<file path="src/rtl/riscv_test_mon_pkg.sv">
// Shared types and constants for the end-of-test monitor.
package riscv_test_mon_pkg;

    typedef enum logic [2:0] {
        ST_IDLE = 3'd0,
        ST_RUN  = 3'd1,
        ST_PASS = 3'd2,
        ST_FAIL = 3'd3,
        ST_TMO  = 3'd4
    } mon_state_e;

    localparam logic [4:0]  REG_TESTNUM = 5'd3;
    localparam logic [4:0]  REG_END     = 5'd26;
    localparam logic [4:0]  REG_RESULT  = 5'd27;
    localparam int unsigned END_VALUE   = 1;
    localparam int unsigned PASS_VALUE  = 1;

    // Terminal states hold until reset.
    function automatic logic is_terminal(input mon_state_e s);
        return (s == ST_PASS) || (s == ST_FAIL) || (s == ST_TMO);
    endfunction

endpackage

</file>
<file path="src/rtl/sat_counter.sv">
// Saturating up-counter with synchronous clear and freeze.
module sat_counter #(
    parameter int unsigned W = 32
) (
    input  logic         clk,
    input  logic         rst,
    input  logic         inc,
    input  logic         clr,
    input  logic         freeze,
    output logic [W-1:0] cnt
);

    // Clear wins, then freeze; counting stops at all-ones.
    always_ff @(posedge clk or negedge rst) begin
        if (!rst) begin
            cnt <= '0;
        end else if (clr) begin
            cnt <= '0;
        end else if (!freeze && inc && (cnt != '1)) begin
            cnt <= cnt + W'(1);
        end
    end

endmodule

</file>
<file path="src/rtl/riscv_test_monitor.sv">
// End-of-test monitor snooping register-file write-back.
// Optional hang detection: define TEST_MON_HANG_DETECT_EN.
module riscv_test_monitor
    import riscv_test_mon_pkg::*;
#(
    parameter int unsigned XLEN           = 64,
    parameter int unsigned CNT_W          = 32,
    parameter int unsigned TIMEOUT_CYCLES = 100000,
    parameter int unsigned HANG_LIMIT     = 16
) (
    input  logic             clk,
    input  logic             rst,
    input  logic             en,
    input  logic             wb_en,
    input  logic [4:0]       wb_addr,
    input  logic [XLEN-1:0]  wb_data,
    input  logic             retire_valid,
    input  logic [XLEN-1:0]  retire_pc,
    output logic             done,
    output logic             pass,
    output logic             fail,
    output logic             timeout,
    output logic [XLEN-1:0]  fail_testnum,
    output logic [CNT_W-1:0] cycle_cnt,
    output logic [CNT_W-1:0] instret_cnt
);

    mon_state_e      state;
    logic [XLEN-1:0] sh_x3;
    logic [XLEN-1:0] sh_x26;
    logic [XLEN-1:0] sh_x27;

    logic in_run;
    logic in_term;
    logic end_hit;
    logic tmo_hit;
    logic hang_hit;

    // Event decode for the current cycle.
    always_comb begin
        in_run  = (state == ST_RUN);
        in_term = is_terminal(state);
        end_hit = in_run && wb_en && (wb_addr == REG_END)
                  && (wb_data == XLEN'(END_VALUE));
        tmo_hit = in_run && (cycle_cnt == CNT_W'(TIMEOUT_CYCLES - 1));
    end

    // Shadow copies of x3/x26/x27, tracked in IDLE and RUN.
    always_ff @(posedge clk or negedge rst) begin
        if (!rst) begin
            sh_x3  <= '0;
            sh_x26 <= '0;
            sh_x27 <= '0;
        end else if (!in_term && wb_en) begin
            if (wb_addr == REG_TESTNUM) sh_x3  <= wb_data;
            if (wb_addr == REG_END)     sh_x26 <= wb_data;
            if (wb_addr == REG_RESULT)  sh_x27 <= wb_data;
        end
    end

    // Cycle counter stops on the timeout value so it holds TIMEOUT_CYCLES-1.
    sat_counter #(.W(CNT_W)) u_cycle_cnt (
        .clk    (clk),
        .rst    (rst),
        .inc    (in_run && !tmo_hit),
        .clr    (1'b0),
        .freeze (in_term),
        .cnt    (cycle_cnt)
    );

    sat_counter #(.W(CNT_W)) u_instret_cnt (
        .clk    (clk),
        .rst    (rst),
        .inc    (in_run && retire_valid),
        .clr    (1'b0),
        .freeze (in_term),
        .cnt    (instret_cnt)
    );

`ifdef TEST_MON_HANG_DETECT_EN
    localparam int unsigned HANG_W = $clog2(HANG_LIMIT + 1);

    logic [XLEN-1:0]   last_pc;
    logic [HANG_W-1:0] same_pc;
    logic              pc_same;
    logic              pc_diff;
    logic              unused_bits;

    always_comb begin
        pc_same  = in_run && retire_valid && (retire_pc == last_pc);
        pc_diff  = in_run && retire_valid && (retire_pc != last_pc);
        hang_hit = in_run && (same_pc >= HANG_W'(HANG_LIMIT));
    end

    // Last retired PC, reloaded whenever the PC changes.
    always_ff @(posedge clk or negedge rst) begin
        if (!rst) begin
            last_pc <= '0;
        end else if (pc_diff) begin
            last_pc <= retire_pc;
        end
    end

    sat_counter #(.W(HANG_W)) u_same_pc (
        .clk    (clk),
        .rst    (rst),
        .inc    (pc_same),
        .clr    (pc_diff),
        .freeze (!in_run),
        .cnt    (same_pc)
    );

    assign unused_bits = ^sh_x26;
`else
    logic unused_bits;

    assign hang_hit    = 1'b0;
    assign unused_bits = ^{sh_x26, retire_pc, 32'(HANG_LIMIT)};
`endif

    // Verdict FSM with registered status; verdict > hang > cycle timeout.
    always_ff @(posedge clk or negedge rst) begin
        if (!rst) begin
            state        <= ST_IDLE;
            done         <= 1'b0;
            pass         <= 1'b0;
            fail         <= 1'b0;
            timeout      <= 1'b0;
            fail_testnum <= '0;
        end else begin
            case (state)
                ST_IDLE: begin
                    if (en) state <= ST_RUN;
                end
                ST_RUN: begin
                    if (end_hit) begin
                        done         <= 1'b1;
                        fail_testnum <= sh_x3;
                        if (sh_x27 == XLEN'(PASS_VALUE)) begin
                            state <= ST_PASS;
                            pass  <= 1'b1;
                        end else begin
                            state <= ST_FAIL;
                            fail  <= 1'b1;
                        end
                    end else if (hang_hit || tmo_hit) begin
                        state        <= ST_TMO;
                        done         <= 1'b1;
                        timeout      <= 1'b1;
                        fail_testnum <= sh_x3;
                    end
                end
                default: ;
            endcase
        end
    end

endmodule

</file>
<file path="config.mk">
export PLATFORM = sky130hd
export DESIGN_NAME = riscv_test_monitor
export DESIGN_NICKNAME = d
export VERILOG_FILES = /design/src/rtl/riscv_test_mon_pkg.sv /design/src/rtl/sat_counter.sv /design/src/rtl/riscv_test_monitor.sv
export SDC_FILE = /design/constraint.sdc
export NUM_CORES = 1
export LEC_CHECK = 0
export CORE_MARGIN = 3
export CORE_UTILIZATION = 25
export CTS_CLUSTER_SIZE = 8
export DETAILED_ROUTE_END_ITERATION = 8
export HOLD_SLACK_MARGIN = 0.08
export SLEW_MARGIN = 10
export SYNTH_ARGS = -nofsm -noshare
export SYNTH_HDL_FRONTEND = slang
export SYNTH_HIERARCHICAL = 1
export SYNTH_SLANG_ARGS = --single-unit
export TNS_END_PERCENT = 5
</file>
<file path="constraint.sdc">
create_clock -name clk -period 2.7 [get_ports clk]
set_input_delay 0.27 -clock clk [delete_from_list [all_inputs] [get_ports clk]]
set_output_delay 0.27 -clock clk [all_outputs]
set_load 0.01 [all_outputs]
</file>
==> flow_summary.ini <==
[run_status]
run_status = finished, final reports clean

[placement]
placed_area_mm2 = 0.0153
routability_congestion = 0.779
place_worst_setup_slack_ns = -0.166
post_dp_hpwl_mm = 25.0
port_bufs = 205
placedCellCount = 1776

[cells_and_area]
layout.cell_area.non_filler_mm2 = 0.0164
area_growth_pct = 36.3
final_cells = 1825
num_antenna_cells = 0
num-fill-cells = 4629
utilization_after_layout = 0.349
final_net_count = 1351
post_route_cells_drive_above_1_share = 0.303

[clock_tree]
tritoncts_clock_tree = yes
numCtsBuffers = 39
clock-root-buffer = sky130_fd_sc_hd__clkbuf_16
h-tree-depth = 2
worst_skew_pair_latency_ns = 0.54
cts_num_sinks = 263
max-clock-path-buffers = 3
cts.repair_timing.setup_buffer_count = 0
clkTransAtPathRegs_ns = 0.05

[pwr]
power-per-cell-area_mw_per_mm2 = 534
net-switching-power_mw = 1.96
clkPwrFrac = 0.503
peakVddDrop_mv = 0.336
seqPwrFrac = 0.454
design_power_total_mw = 8.73
swShare = 0.224
p_comb_frac = 0.043
power_report.internal_total_mw = 6.77
leakagePower_nw = 7.27

[floorplan]
die_height_um = 225
floorplan.rows = 79
floorplan.initialDensity = 0.256
placeableCoreArea_mm2 = 0.0470
top_ports = 270
dieArea_mm2 = 0.0507
die_width_um = 225

[global_route]
grt_util_all_layers = 0.135
grt_first_pass_wirelength_mm = 53.4
first_global_vias = 9078
grt_max_degree = 103
antenna_found_initial = 0
grt-ovfl-total = 0

[sta]
clock.fmax_mhz = 394
maxSlewViolCount = 0
holdWs_ns = 0.146
worst_clock_skew_ns = 0.0205
final-hold-violation-count = 0
rsz0062_at_grt = no
setup_viol = 0
timing.slew.headroom = 0.554
postLayoutSetupSlackWorst_ns = 0.159
timing.setup.tns_ns = 0
period_share = 0.941
slew_at_the_pin_with_the_worst_max_slew_slack_ns = 0.663
final.min_clock_period_ns = 2.54

[worst_setup_path]
timing_worst_setup_path_type = flop to flop
cpMaxStageDelayCell = sky130_fd_sc_hd__a2111o_1
worst-r2r-setup-slack_ns = 0.16
critical-path-max-stage-delay_ns = 0.51
end_kind = flop
cp_data_required_time_ns = 3.15
crit_chain = nor4b_2 -> nand2_1 -> o311a_1 -> and2b_1 -> nand4_1 -> a2111o_1 -> or3_1 -> a21oi_1
timing.critical_path.arrival_ns = 2.99
critical_path.startpoint_type = flop
path_delay_family = simple AND/OR/NAND/NOR gates
timing.critical_path.buf_inv = 0
cp_max_fo = 7

[routing]
drt_first_pass_iters = 5
vias = 8787
drt-vias-per-instance = 4.81
wl_mm = 34.8
drt-wirelength-per-cell_um = 19.1
antenna_left = 0
route.detailed.drc = 0
starting_drc_count_in_detailed_routing = 460

[synthesis]
synthesis.instances = 916
ys_seq_elements = 263
yosysUniqueCellTypes = 59
summed_instance_area_of_the_synthesized_netlist_mm2 = 0.0120
synth_area_per_cell_um2 = 13.1
synth_enable_flop_cells = 0
yosysWarningCount = 6
synth_flop_cell = sky130_fd_sc_hd__dfrtp_1
yosysSeqAreaShare = 0.548
synth_async_sr_flop_share = 1.00

[flow_run]
max_cap_viol_count = 0

[min_path]
timing.hold.worst.class = primary input to asynchronous set/reset pin
[sequential cells by signal (all words and copies together), names as in the netlist]
register / flops
pass: 1
fail_testnum: 64
timeout: 1
sh_x3: 64
done: 1
sh_x27: 64
state: 3
u_instret_cnt/cnt: 32
fail: 1
u_cycle_cnt/cnt: 32
[kinds of logic after synthesis]
family,count (synthesis),synth area share
AOI/OAI and AO/OA,107,0.0554
xor gates and xnor gates,10,0.00730
adders and majority gates,2,0.00208
buffers and inverters,39,0.0229
DFF,263,0.548
muxes,199,0.203
other,1,0.000312
and+or+nand+nor,295,0.161
[path summary, 6_finish.rpt]
path / start / end / cells after the start
hold reg to reg: pass / pass / 1
setup / recovery: u_cycle_cnt/cnt[12] / u_cycle_cnt/cnt[21] / 8
hold / removal: rst / sh_x3[43] / 2
max in group asynchronous: rst / fail_testnum[9] / 3
setup reg to reg: u_cycle_cnt/cnt[12] / u_cycle_cnt/cnt[21] / 8
min in group clk: en / state[0] / 4
[Yosys cell counts (3+ instances only)]
master	n	area, um^2
sky130_fd_sc_hd__buf_6	14	158
sky130_fd_sc_hd__nor2b_1	6	37.5
sky130_fd_sc_hd__nor4b_2	3	45.0
sky130_fd_sc_hd__nor2_1	28	105
sky130_fd_sc_hd__or2_2	4	25.0
sky130_fd_sc_hd__or4_4	3	33.8
sky130_fd_sc_hd__nor4_1	50	313
sky130_fd_sc_hd__mux2_1	6	67.6
sky130_fd_sc_hd__xnor2_1	4	35.0
sky130_fd_sc_hd__nand3b_1	5	37.5
sky130_fd_sc_hd__nand3_1	26	130
sky130_fd_sc_hd__o31ai_1	24	180
sky130_fd_sc_hd__nor4b_1	4	35.0
sky130_fd_sc_hd__nand4_2	4	50.1
sky130_fd_sc_hd__a21oi_1	46	230
sky130_fd_sc_hd__nor4_4	3	63.8
sky130_fd_sc_hd__buf_2	7	35.0
sky130_fd_sc_hd__or3_1	19	119
sky130_fd_sc_hd__nand4_1	25	156
sky130_fd_sc_hd__nand3_2	4	40.0
sky130_fd_sc_hd__nor3_1	9	45.0
sky130_fd_sc_hd__and4_2	4	40.0
sky130_fd_sc_hd__xor2_1	6	52.6
sky130_fd_sc_hd__o21ai_0	18	90.1
sky130_fd_sc_hd__buf_4	4	30.0
sky130_fd_sc_hd__and3_1	3	18.8
sky130_fd_sc_hd__mux2_4	51	766
sky130_fd_sc_hd__dfrtp_1	263	6580
sky130_fd_sc_hd__o21bai_1	3	22.5
sky130_fd_sc_hd__clkbuf_1	10	37.5
sky130_fd_sc_hd__nand2b_1	7	43.8
sky130_fd_sc_hd__and4_1	3	26.3
sky130_fd_sc_hd__inv_1	4	15.0
sky130_fd_sc_hd__and4_4	4	45.0
sky130_fd_sc_hd__nand2_1	32	120
sky130_fd_sc_hd__mux2_2	142	1600
sky130_fd_sc_hd__or4_1	28	210
[per-layer routing]
layer  share of wire  wire, um  GRT usage
met3           0.062      2140     0.0344
met4           0.021       737     0.0416
met5               0         0          0
met2            0.46     16000      0.213
met1            0.46     15900      0.182
[power by group through the flow]
stage	clock, mW	combinational [mW]	sequential (mW)
5_1_grt	4.69	0.410	3.96
2_1_floorplan	0	0.0487	4.03
4_1_cts	4.57	0.378	3.96
6_report	4.39	0.374	3.97
3_5_place_dp	0	0.375	4.03
3_3_place_gp	0	0.374	4.03
[area by class of cell]
cell class,instances,area (um^2),share of cell area
clock buffers,45,1030,0.0628
multi-input cells,617,5190,0.317
repair buffers,286,2770,0.169
clock inverters,3,26.3,0.00161
flip-flops and latches,263,6580,0.402
well taps,607,759,0.0464
inverters,4,15.0,0.000917
[layout by cell type, fill, tap and decap left out, types with 4 or more instances in the layout]
cell type                           n
sky130_fd_sc_hd__dfrtp_1          262
sky130_fd_sc_hd__clkdlybuf4s50_1  204
sky130_fd_sc_hd__mux2_2           142
sky130_fd_sc_hd__buf_4             72
sky130_fd_sc_hd__mux2_4            51
sky130_fd_sc_hd__nor4_1            50
sky130_fd_sc_hd__a21oi_1           46
sky130_fd_sc_hd__clkbuf_16         39
sky130_fd_sc_hd__nand2_1           32
sky130_fd_sc_hd__or4_1             28
sky130_fd_sc_hd__nor2_1            28
sky130_fd_sc_hd__nand4_1           25
sky130_fd_sc_hd__nand3_1           25
sky130_fd_sc_hd__o31ai_1           24
sky130_fd_sc_hd__or3_1             19
sky130_fd_sc_hd__o21ai_0           18
sky130_fd_sc_hd__nor3_1             9
sky130_fd_sc_hd__buf_12             8
sky130_fd_sc_hd__nand2b_1           7
sky130_fd_sc_hd__mux2_1             6
sky130_fd_sc_hd__nor2b_1            6
sky130_fd_sc_hd__xor2_1             6
sky130_fd_sc_hd__nand3b_1           5
sky130_fd_sc_hd__nand3_2            5
sky130_fd_sc_hd__or2_2              4
sky130_fd_sc_hd__nor4b_2            4
sky130_fd_sc_hd__inv_1              4
sky130_fd_sc_hd__and4_4             4
sky130_fd_sc_hd__conb_1             4
sky130_fd_sc_hd__and4_2             4
sky130_fd_sc_hd__nand4_2            4
sky130_fd_sc_hd__xnor2_1            4
[what timing repair did]
| item | in CTS | in global routing |
|---|---|---|
| hold buffers | 1 | 0 |
| hold endpoints to repair | 263 | 0 |
| endpoints found under the setup margin | 0 | 14 |
| resized for setup | 0 | 3 |
Power figures use the tool's default switching activity.
